`src/rtl/mf_peak_trigger.sv`:
```
// mf_peak_trigger: per-channel trigger stage after the matched filter.
// Saturated magnitude, registered beat-max tree, then a trigger / peak-capture / holdoff FSM.
module mf_peak_trigger #(
    parameter int NBITS        = 18,
    parameter int NSAMPS       = 8,
    parameter int PEAK_BEATS   = 4,
    parameter int HOLDOFF_BITS = 8
) (
    input  logic                        aclk,
    input  logic                        arst,
    input  logic [NBITS*NSAMPS-1:0]     data_i,
    input  logic                        enable_i,
    input  logic [NBITS-2:0]            thresh_i,
    input  logic                        thresh_wr_i,
    input  logic [HOLDOFF_BITS-1:0]     holdoff_i,
    output logic                        trig_o,
    output logic                        peak_valid_o,
    output logic [NBITS-2:0]            peak_o,
    output logic [$clog2(NSAMPS)-1:0]   peak_idx_o,
    output logic [$clog2(PEAK_BEATS):0] peak_beat_o,
    output logic [15:0]                 trig_count_o
);
    localparam int MW    = NBITS - 1;
    localparam int IW    = $clog2(NSAMPS);
    localparam int BW    = $clog2(PEAK_BEATS) + 1;
    localparam int DEPTH = IW + 1;
    localparam int HALF  = NSAMPS / 2;

    localparam logic [BW-1:0]           LAST_BEAT = BW'(PEAK_BEATS - 1);
    localparam logic [BW-1:0]           BEAT_ONE  = BW'(1);
    localparam logic [HOLDOFF_BITS-1:0] HOLD_ONE  = HOLDOFF_BITS'(1);

    typedef enum logic [1:0] {
        IDLE    = 2'd0,
        CAPTURE = 2'd1,
        HOLDOFF = 2'd2
    } state_t;

    // The most negative code has no positive twin, so it clips to full scale.
    function automatic logic [MW-1:0] sat_mag(input logic [NBITS-1:0] x);
        if (x[NBITS-1] == 1'b0) begin
            sat_mag = x[MW-1:0];
        end else if (x[MW-1:0] == {MW{1'b0}}) begin
            sat_mag = {MW{1'b1}};
        end else begin
            sat_mag = ~x[MW-1:0] + {{(MW-1){1'b0}}, 1'b1};
        end
    endfunction

    logic [MW-1:0]    tree_mag [DEPTH][NSAMPS];
    logic [IW-1:0]    tree_idx [DEPTH][NSAMPS];
    logic [DEPTH-1:0] valid_sr;

    logic [MW-1:0]    beat_max;
    logic [IW-1:0]    beat_idx;
    logic             beat_valid;
    logic             exceed;

    logic [MW-1:0]    shadow_thresh;
    logic [MW-1:0]    active_thresh;

    state_t                  state, state_nxt;
    logic [BW-1:0]           cnt, cnt_nxt;
    logic [HOLDOFF_BITS-1:0] hold_cnt, hold_nxt;
    logic [MW-1:0]           cap_peak, cap_peak_nxt;
    logic [IW-1:0]           cap_idx, cap_idx_nxt;
    logic [BW-1:0]           cap_beat, cap_beat_nxt;
    logic [MW-1:0]           win_peak;
    logic [IW-1:0]           win_idx;
    logic [BW-1:0]           win_beat;
    logic                    trig_nxt, pv_nxt;
    logic [MW-1:0]           peak_nxt;
    logic [IW-1:0]           idx_nxt;
    logic [BW-1:0]           beat_nxt;
    logic [15:0]             count_nxt;

    // Magnitude stage followed by the pairwise max levels; on ties the lower index survives.
    always_ff @(posedge aclk or posedge arst) begin
        if (arst) begin
            for (int l = 0; l < DEPTH; l++) begin
                for (int j = 0; j < NSAMPS; j++) begin
                    tree_mag[l][j] <= {MW{1'b0}};
                    tree_idx[l][j] <= {IW{1'b0}};
                end
            end
            valid_sr <= {DEPTH{1'b0}};
        end else begin
            for (int j = 0; j < NSAMPS; j++) begin
                tree_mag[0][j] <= sat_mag(data_i[NBITS*j +: NBITS]);
                tree_idx[0][j] <= IW'(j);
            end
            for (int l = 1; l < DEPTH; l++) begin
                for (int j = 0; j < HALF; j++) begin
                    if (tree_mag[l-1][2*j+1] > tree_mag[l-1][2*j]) begin
                        tree_mag[l][j] <= tree_mag[l-1][2*j+1];
                        tree_idx[l][j] <= tree_idx[l-1][2*j+1];
                    end else begin
                        tree_mag[l][j] <= tree_mag[l-1][2*j];
                        tree_idx[l][j] <= tree_idx[l-1][2*j];
                    end
                end
                for (int j = HALF; j < NSAMPS; j++) begin
                    tree_mag[l][j] <= {MW{1'b0}};
                    tree_idx[l][j] <= {IW{1'b0}};
                end
            end
            valid_sr <= {valid_sr[DEPTH-2:0], 1'b1};
        end
    end

    assign beat_max   = tree_mag[DEPTH-1][0];
    assign beat_idx   = tree_idx[DEPTH-1][0];
    assign beat_valid = valid_sr[DEPTH-1];
    assign exceed     = beat_valid && (beat_max > active_thresh);

    // Writes land in the shadow; the active copy only follows it while idle.
    always_ff @(posedge aclk or posedge arst) begin
        if (arst) begin
            shadow_thresh <= {MW{1'b1}};
            active_thresh <= {MW{1'b1}};
        end else begin
            if (thresh_wr_i) begin
                shadow_thresh <= thresh_i;
            end
            if (state == IDLE) begin
                active_thresh <= shadow_thresh;
            end
        end
    end

    // Next-state and next-output logic for the trigger FSM.
    always_comb begin
        state_nxt    = state;
        cnt_nxt      = cnt;
        hold_nxt     = hold_cnt;
        cap_peak_nxt = cap_peak;
        cap_idx_nxt  = cap_idx;
        cap_beat_nxt = cap_beat;
        trig_nxt     = 1'b0;
        pv_nxt       = 1'b0;
        peak_nxt     = peak_o;
        idx_nxt      = peak_idx_o;
        beat_nxt     = peak_beat_o;
        count_nxt    = trig_count_o;

        if (beat_max > cap_peak) begin
            win_peak = beat_max;
            win_idx  = beat_idx;
            win_beat = cnt;
        end else begin
            win_peak = cap_peak;
            win_idx  = cap_idx;
            win_beat = cap_beat;
        end

        case (state)
            IDLE: begin
                if (enable_i && exceed) begin
                    trig_nxt     = 1'b1;
                    cap_peak_nxt = beat_max;
                    cap_idx_nxt  = beat_idx;
                    cap_beat_nxt = {BW{1'b0}};
                    hold_nxt     = holdoff_i;
                    if (trig_count_o != 16'hFFFF) begin
                        count_nxt = trig_count_o + 16'd1;
                    end else begin
                        count_nxt = trig_count_o;
                    end
                    if (PEAK_BEATS == 1) begin
                        pv_nxt    = 1'b1;
                        peak_nxt  = beat_max;
                        idx_nxt   = beat_idx;
                        beat_nxt  = {BW{1'b0}};
                        state_nxt = (holdoff_i == {HOLDOFF_BITS{1'b0}}) ? IDLE : HOLDOFF;
                    end else begin
                        cnt_nxt   = BEAT_ONE;
                        state_nxt = CAPTURE;
                    end
                end else begin
                    state_nxt = IDLE;
                end
            end
            CAPTURE: begin
                cap_peak_nxt = win_peak;
                cap_idx_nxt  = win_idx;
                cap_beat_nxt = win_beat;
                if (cnt == LAST_BEAT) begin
                    pv_nxt    = 1'b1;
                    peak_nxt  = win_peak;
                    idx_nxt   = win_idx;
                    beat_nxt  = win_beat;
                    state_nxt = (hold_cnt == {HOLDOFF_BITS{1'b0}}) ? IDLE : HOLDOFF;
                end else begin
                    cnt_nxt = cnt + BEAT_ONE;
                end
            end
            HOLDOFF: begin
                if (hold_cnt <= HOLD_ONE) begin
                    hold_nxt  = {HOLDOFF_BITS{1'b0}};
                    state_nxt = IDLE;
                end else begin
                    hold_nxt = hold_cnt - HOLD_ONE;
                end
            end
            default: begin
                state_nxt = IDLE;
            end
        endcase
    end

    // FSM state, capture working registers and the registered outputs.
    always_ff @(posedge aclk or posedge arst) begin
        if (arst) begin
            state        <= IDLE;
            cnt          <= {BW{1'b0}};
            hold_cnt     <= {HOLDOFF_BITS{1'b0}};
            cap_peak     <= {MW{1'b0}};
            cap_idx      <= {IW{1'b0}};
            cap_beat     <= {BW{1'b0}};
            trig_o       <= 1'b0;
            peak_valid_o <= 1'b0;
            peak_o       <= {MW{1'b0}};
            peak_idx_o   <= {IW{1'b0}};
            peak_beat_o  <= {BW{1'b0}};
            trig_count_o <= 16'd0;
        end else begin
            state        <= state_nxt;
            cnt          <= cnt_nxt;
            hold_cnt     <= hold_nxt;
            cap_peak     <= cap_peak_nxt;
            cap_idx      <= cap_idx_nxt;
            cap_beat     <= cap_beat_nxt;
            trig_o       <= trig_nxt;
            peak_valid_o <= pv_nxt;
            peak_o       <= peak_nxt;
            peak_idx_o   <= idx_nxt;
            peak_beat_o  <= beat_nxt;
            trig_count_o <= count_nxt;
        end
    end

endmodule
```
`config.mk`:
```
export PLATFORM = sky130hd
export DESIGN_NAME = mf_peak_trigger
export DESIGN_NICKNAME = d
export VERILOG_FILES = /design/src/rtl/mf_peak_trigger.sv
export SDC_FILE = /design/constraint.sdc
export NUM_CORES = 1
export LEC_CHECK = 0
export CORE_ASPECT_RATIO = 1.75
export CORE_UTILIZATION = 52
export CTS_BUF_LIST = sky130_fd_sc_hd__clkbuf_4 sky130_fd_sc_hd__clkbuf_8 sky130_fd_sc_hd__clkbuf_16
export DETAILED_ROUTE_END_ITERATION = 6
export PLACE_DENSITY = 0.77
export SLEW_MARGIN = 20
export SYNTH_ARGS = -nofsm -noshare
export SYNTH_HDL_FRONTEND = slang
export SYNTH_SLANG_ARGS = --single-unit
```
`constraint.sdc`:
```
create_clock -name aclk -period 12.8 [get_ports aclk]
set_input_delay 2.56 -clock aclk [delete_from_list [all_inputs] [get_ports aclk]]
set_output_delay 2.56 -clock aclk [all_outputs]
set_load 0.02 [all_outputs]
```
==> flow_summary.rst <==
.. list-table::
   :header-rows: 1

   * - Metric
     - Value
   * - Number of antenna repair diodes
     - 0
   * - Type of the worst setup path
     - in -> reg
   * - Die area
     - 39,700 µm²
   * - YS warnings
     - 0
   * - Number of antenna violations at the first check in global routing
     - 0
   * - Net count reported at finish
     - 2,451
   * - Routed len/inst
     - 17.1 µm
   * - Num CTS Buffers
     - 36
   * - Max VDD drop
     - 0.000106 V
   * - Detailed-route DRC error count
     - 0
   * - Critical path cell sequence
     - clkdlybuf4s50_1, or4_1, or2_2, nor3_1, nand3b_1, o211ai_1
   * - RSZ-0062 raised after global routing
     - false
   * - Kind of path behind the tightest hold check
     - reg -> reg
   * - Synth async-reset ratio
     - 1.00
   * - CTS sink count
     - 382
   * - Number of fillers in the final layout
     - 3,061
   * - Number of buffers inserted by port buffering
     - 213
   * - Drt initial violations
     - 405
   * - Combined global-route utilization of all metal layers
     - 0.232
   * - Proportion of layout cells with a drive suffix above 1
     - 0.133
   * - Largest family of logic cells by synthesized area
     - simple AND/OR/NAND/NOR gates
   * - CP Launch Type
     - input pin
   * - Slew @ Worst Pin
     - 1010 ps
   * - Number of vias per cell
     - 5.53
   * - Highest cell delay on the worst timing path
     - 580 ps
   * - Sort of element at the end of the critical path
     - flip-flop
   * - Number of standard cells after synthesis
     - 1,911
   * - Dominant register cell in the synthesized netlist
     - sky130_fd_sc_hd__dfrtp_1
   * - Vias in the first global route
     - 15,211
   * - Count of final hold-check violations
     - 0
   * - Number of max-slew violations in the final report
     - 0
   * - Clock Root Buffer
     - sky130_fd_sc_hd__clkbuf_16
   * - Setup TNS after final layout
     - 0 ps
   * - Final std cell area, no fill
     - 23,900 µm²
   * - Post-CTS setup-driven buffer insertion count
     - 0
   * - Post-synthesis cell type count
     - 61
   * - Routed length on met3
     - 1.50 mm
   * - Post-synthesis share of cell area spent on xor and xnor gates
     - 0.0542
   * - Detailed Place HPWL
     - 35.2 mm
   * - Yosys reg bits
     - 382
   * - Adder-cell share of the synthesized area
     - 0.103
   * - Via total after detailed routing
     - 14,501
   * - Mapped Area
     - 20,200 µm²
   * - Share of the yosys chip area belonging to registers
     - 0.475
   * - Layout Area Growth over Synthesis
     - 18.5%
   * - Horizontal extent of the die
     - 151 µm
   * - Total iterations of the first detailed-routing run
     - 5
   * - Post-detailed-route count of antenna-violating nets
     - 0
   * - Number of levels in the clock H-tree
     - 2
   * - Data required, critical path
     - 13,250 ps
   * - Post-synth EDFFs
     - 0
   * - Core area
     - 38,400 µm²
   * - Largest net degree at the start of global routing
     - 190
   * - Area after DPL
     - 22,700 µm²
   * - Static leakage
     - 11.3 nW
   * - DRT Wirelength
     - 44.8 mm
   * - Hold WS
     - 349 ps
   * - Global-route wire length before repair
     - 72.0 mm
   * - Cell row count
     - 95
   * - Maximum root-to-sink buffer count
     - 3
   * - Post-layout minimum cycle time
     - 4380 ps
   * - Global-route congestion overflow total
     - 0
   * - Crit share post-route
     - 0.342
   * - Highest Clock Rate
     - 0.228 GHz
   * - Clock-pin slew on the worst setup and hold paths
     - 60 ps
   * - Mean cell area of the mapped netlist
     - 10.6 µm²
   * - Synth Area in Compound Gates
     - 0.0903
   * - Metal2 WL
     - 25.5 mm
   * - Clk_lat worst skew
     - 530 ps
   * - Hold-fix buffers, CTS
     - 0
   * - Area fraction in and, or, nand and nor cells after synthesis
     - 0.124
   * - CTS resizes
     - 0
   * - Initial Utilization
     - 0.526
   * - Cell area power density
     - 169 nW/µm²
   * - CP max stage cell
     - sky130_fd_sc_hd__or4_1
   * - Post-synthesis mux area share
     - 0.107
   * - Headroom to the max-slew limit
     - 0.324
   * - Post-synthesis net count
     - 2,250
   * - Die H
     - 263 µm
   * - Biggest fanout along the worst timing path
     - 16
   * - Met1 routed wirelength after detailed routing
     - 15.3 mm
   * - Clock tree from TritonCTS
     - done
   * - DR top layer
     - met4
   * - Max-cap viol count
     - 0
   * - Worst clock skew
     - 19.8 ps
   * - Status
     - complete, no violations
   * - # IOs
     - 214
   * - RePlAce Congestion
     - 0.888
   * - Critical Path AT
     - 4820 ps
   * - Final Setup Violations
     - 0
worst max-delay path: cells and delay by family:
| kind | cells | cell delay (ps) |
|---|---|---|
| AND/OR/NAND/NOR | 4 | 1530 |
| buffers and inverters | 1 | 500 |
| AO/OA/AOI/OAI | 1 | 240 |
sequential cells by signal, indices dropped and copies added, names as in the netlist, 9 cells and up:
register / count
tree_idx: 9
trig_count_o: 16
tree_mag: 238
peak_o: 17
active_thresh: 17
cap_peak: 17
beat_max: 17
shadow_thresh: 17
kinds of logic after synthesis:
| group | after synthesis |
|---|---|
| buffers and inverters | 231 |
| XOR/XNOR | 125 |
| other | 1 |
| AND/OR/NAND/NOR | 523 |
| flip-flops | 382 |
| adder cells (fa/ha/maj) | 166 |
| AO/OA/AOI/OAI | 292 |
| multiplexers | 191 |
cells in the mapped netlist (all sizes together), types with 4 or more instances:
cell,count,share of area
nand2b,20,0.0066
nand3,34,0.0084
nor3,34,0.0087
o21a,11,0.0041
a21o,37,0.014
o21ai,104,0.026
o211a,4,0.0020
or3,16,0.0050
nor2b,29,0.0090
nand4,38,0.012
buf,22,0.0069
and3,9,0.0028
xnor2,42,0.018
nand3b,17,0.0065
o21bai,5,0.0019
o31ai,27,0.010
nand2,262,0.049
dfstp,34,0.044
xor2,83,0.036
and2,7,0.0022
nor2,34,0.0066
a31oi,5,0.0019
a21oi,60,0.015
o41ai,8,0.0035
o22ai,4,0.0012
clkbuf,34,0.0063
o211ai,9,0.0033
inv,175,0.033
dfrtp,348,0.43
nor4,7,0.0022
ha,166,0.10
mux2i,25,0.012
a211oi,8,0.0032
mux2,166,0.094
or4,8,0.0030
routing by layer:
metal,GRT usage,up-vias
li1,-,6958
met1,0.222,7026
met2,0.458,377
met3,0.0269,140
met4,0.131,0
met5,0,-
worst paths after layout:
path / start / end / depth (start not counted) / slack, ps
max: data_i[82] / tree_mag[460] / 6 / 8420
min: valid_sr[2] / valid_sr[3] / 0 / 350
max reg2reg: beat_max[15] / cap_peak[1] / 9 / 9690
min reg2reg: valid_sr[2] / valid_sr[3] / 0 / 350
max in group asynchronous: arst / hold_cnt[1] / 4 / 8470
min in group asynchronous: arst / tree_mag[408] / 2 / 2360
where the power goes:
part | total (W) | switching [W] | internal, W | leakage, nW
clock | 0.00104 | 0.000441 | 0.000602 | 0.592
combinational | 0.00133 | 0.000660 | 0.000671 | 6.18
sequential | 0.00168 | 0.000213 | 0.00147 | 4.48
layout by cell type (no fill, tap or decap), types with 10 or more instances in the layout:
| cell | count |
|---|---|
| sky130_fd_sc_hd__dfrtp_1 | 348 |
| sky130_fd_sc_hd__nand2_1 | 262 |
| sky130_fd_sc_hd__clkdlybuf4s50_1 | 213 |
| sky130_fd_sc_hd__inv_1 | 174 |
| sky130_fd_sc_hd__ha_1 | 166 |
| sky130_fd_sc_hd__mux2_2 | 156 |
| sky130_fd_sc_hd__o21ai_0 | 101 |
| sky130_fd_sc_hd__xor2_1 | 83 |
| sky130_fd_sc_hd__a21oi_1 | 58 |
| sky130_fd_sc_hd__xnor2_1 | 42 |
| sky130_fd_sc_hd__nand4_1 | 38 |
| sky130_fd_sc_hd__clkbuf_16 | 38 |
| sky130_fd_sc_hd__a21o_1 | 37 |
| sky130_fd_sc_hd__nand3_1 | 34 |
| sky130_fd_sc_hd__dfstp_2 | 34 |
| sky130_fd_sc_hd__nor3_1 | 33 |
| sky130_fd_sc_hd__nor2_1 | 32 |
| sky130_fd_sc_hd__nor2b_1 | 29 |
| sky130_fd_sc_hd__o31ai_1 | 27 |
| sky130_fd_sc_hd__mux2i_1 | 25 |
| sky130_fd_sc_hd__nand2b_1 | 19 |
| sky130_fd_sc_hd__or3_1 | 16 |
| sky130_fd_sc_hd__nand3b_1 | 16 |
| sky130_fd_sc_hd__o21a_1 | 11 |
| sky130_fd_sc_hd__clkbuf_4 | 11 |
| sky130_fd_sc_hd__mux2_4 | 10 |
layout make-up:
type	count	area, µm²	area share
multi-input cells	1298	9680	0.405
flip-flops and latches	382	9600	0.401
repair buffers	219	2200	0.0920
clock buffers	54	1100	0.0461
inverters	175	661	0.0276
well taps	485	607	0.0254
clock inverters	10	76.3	0.00319
metrics by stage:
| stage | power [W] | std cells | worst slack (ps) | utilization |
|---|---|---|---|---|
| 2_1_floorplan | 0.00258 | 1911 | 5130 | - |
| 3_3_place_gp | 0.00296 | 2559 | 7850 | 0.592 |
| 3_5_place_dp | 0.00303 | 2559 | 7800 | 0.592 |
| 4_1_cts | 0.00409 | 2623 | 8370 | 0.623 |
| 5_1_grt | 0.00430 | 2623 | 8040 | 0.623 |
| 6_report | 0.00405 | 2623 | 8420 | 0.623 |
Note: power is estimated with default switching activity, not from simulation.
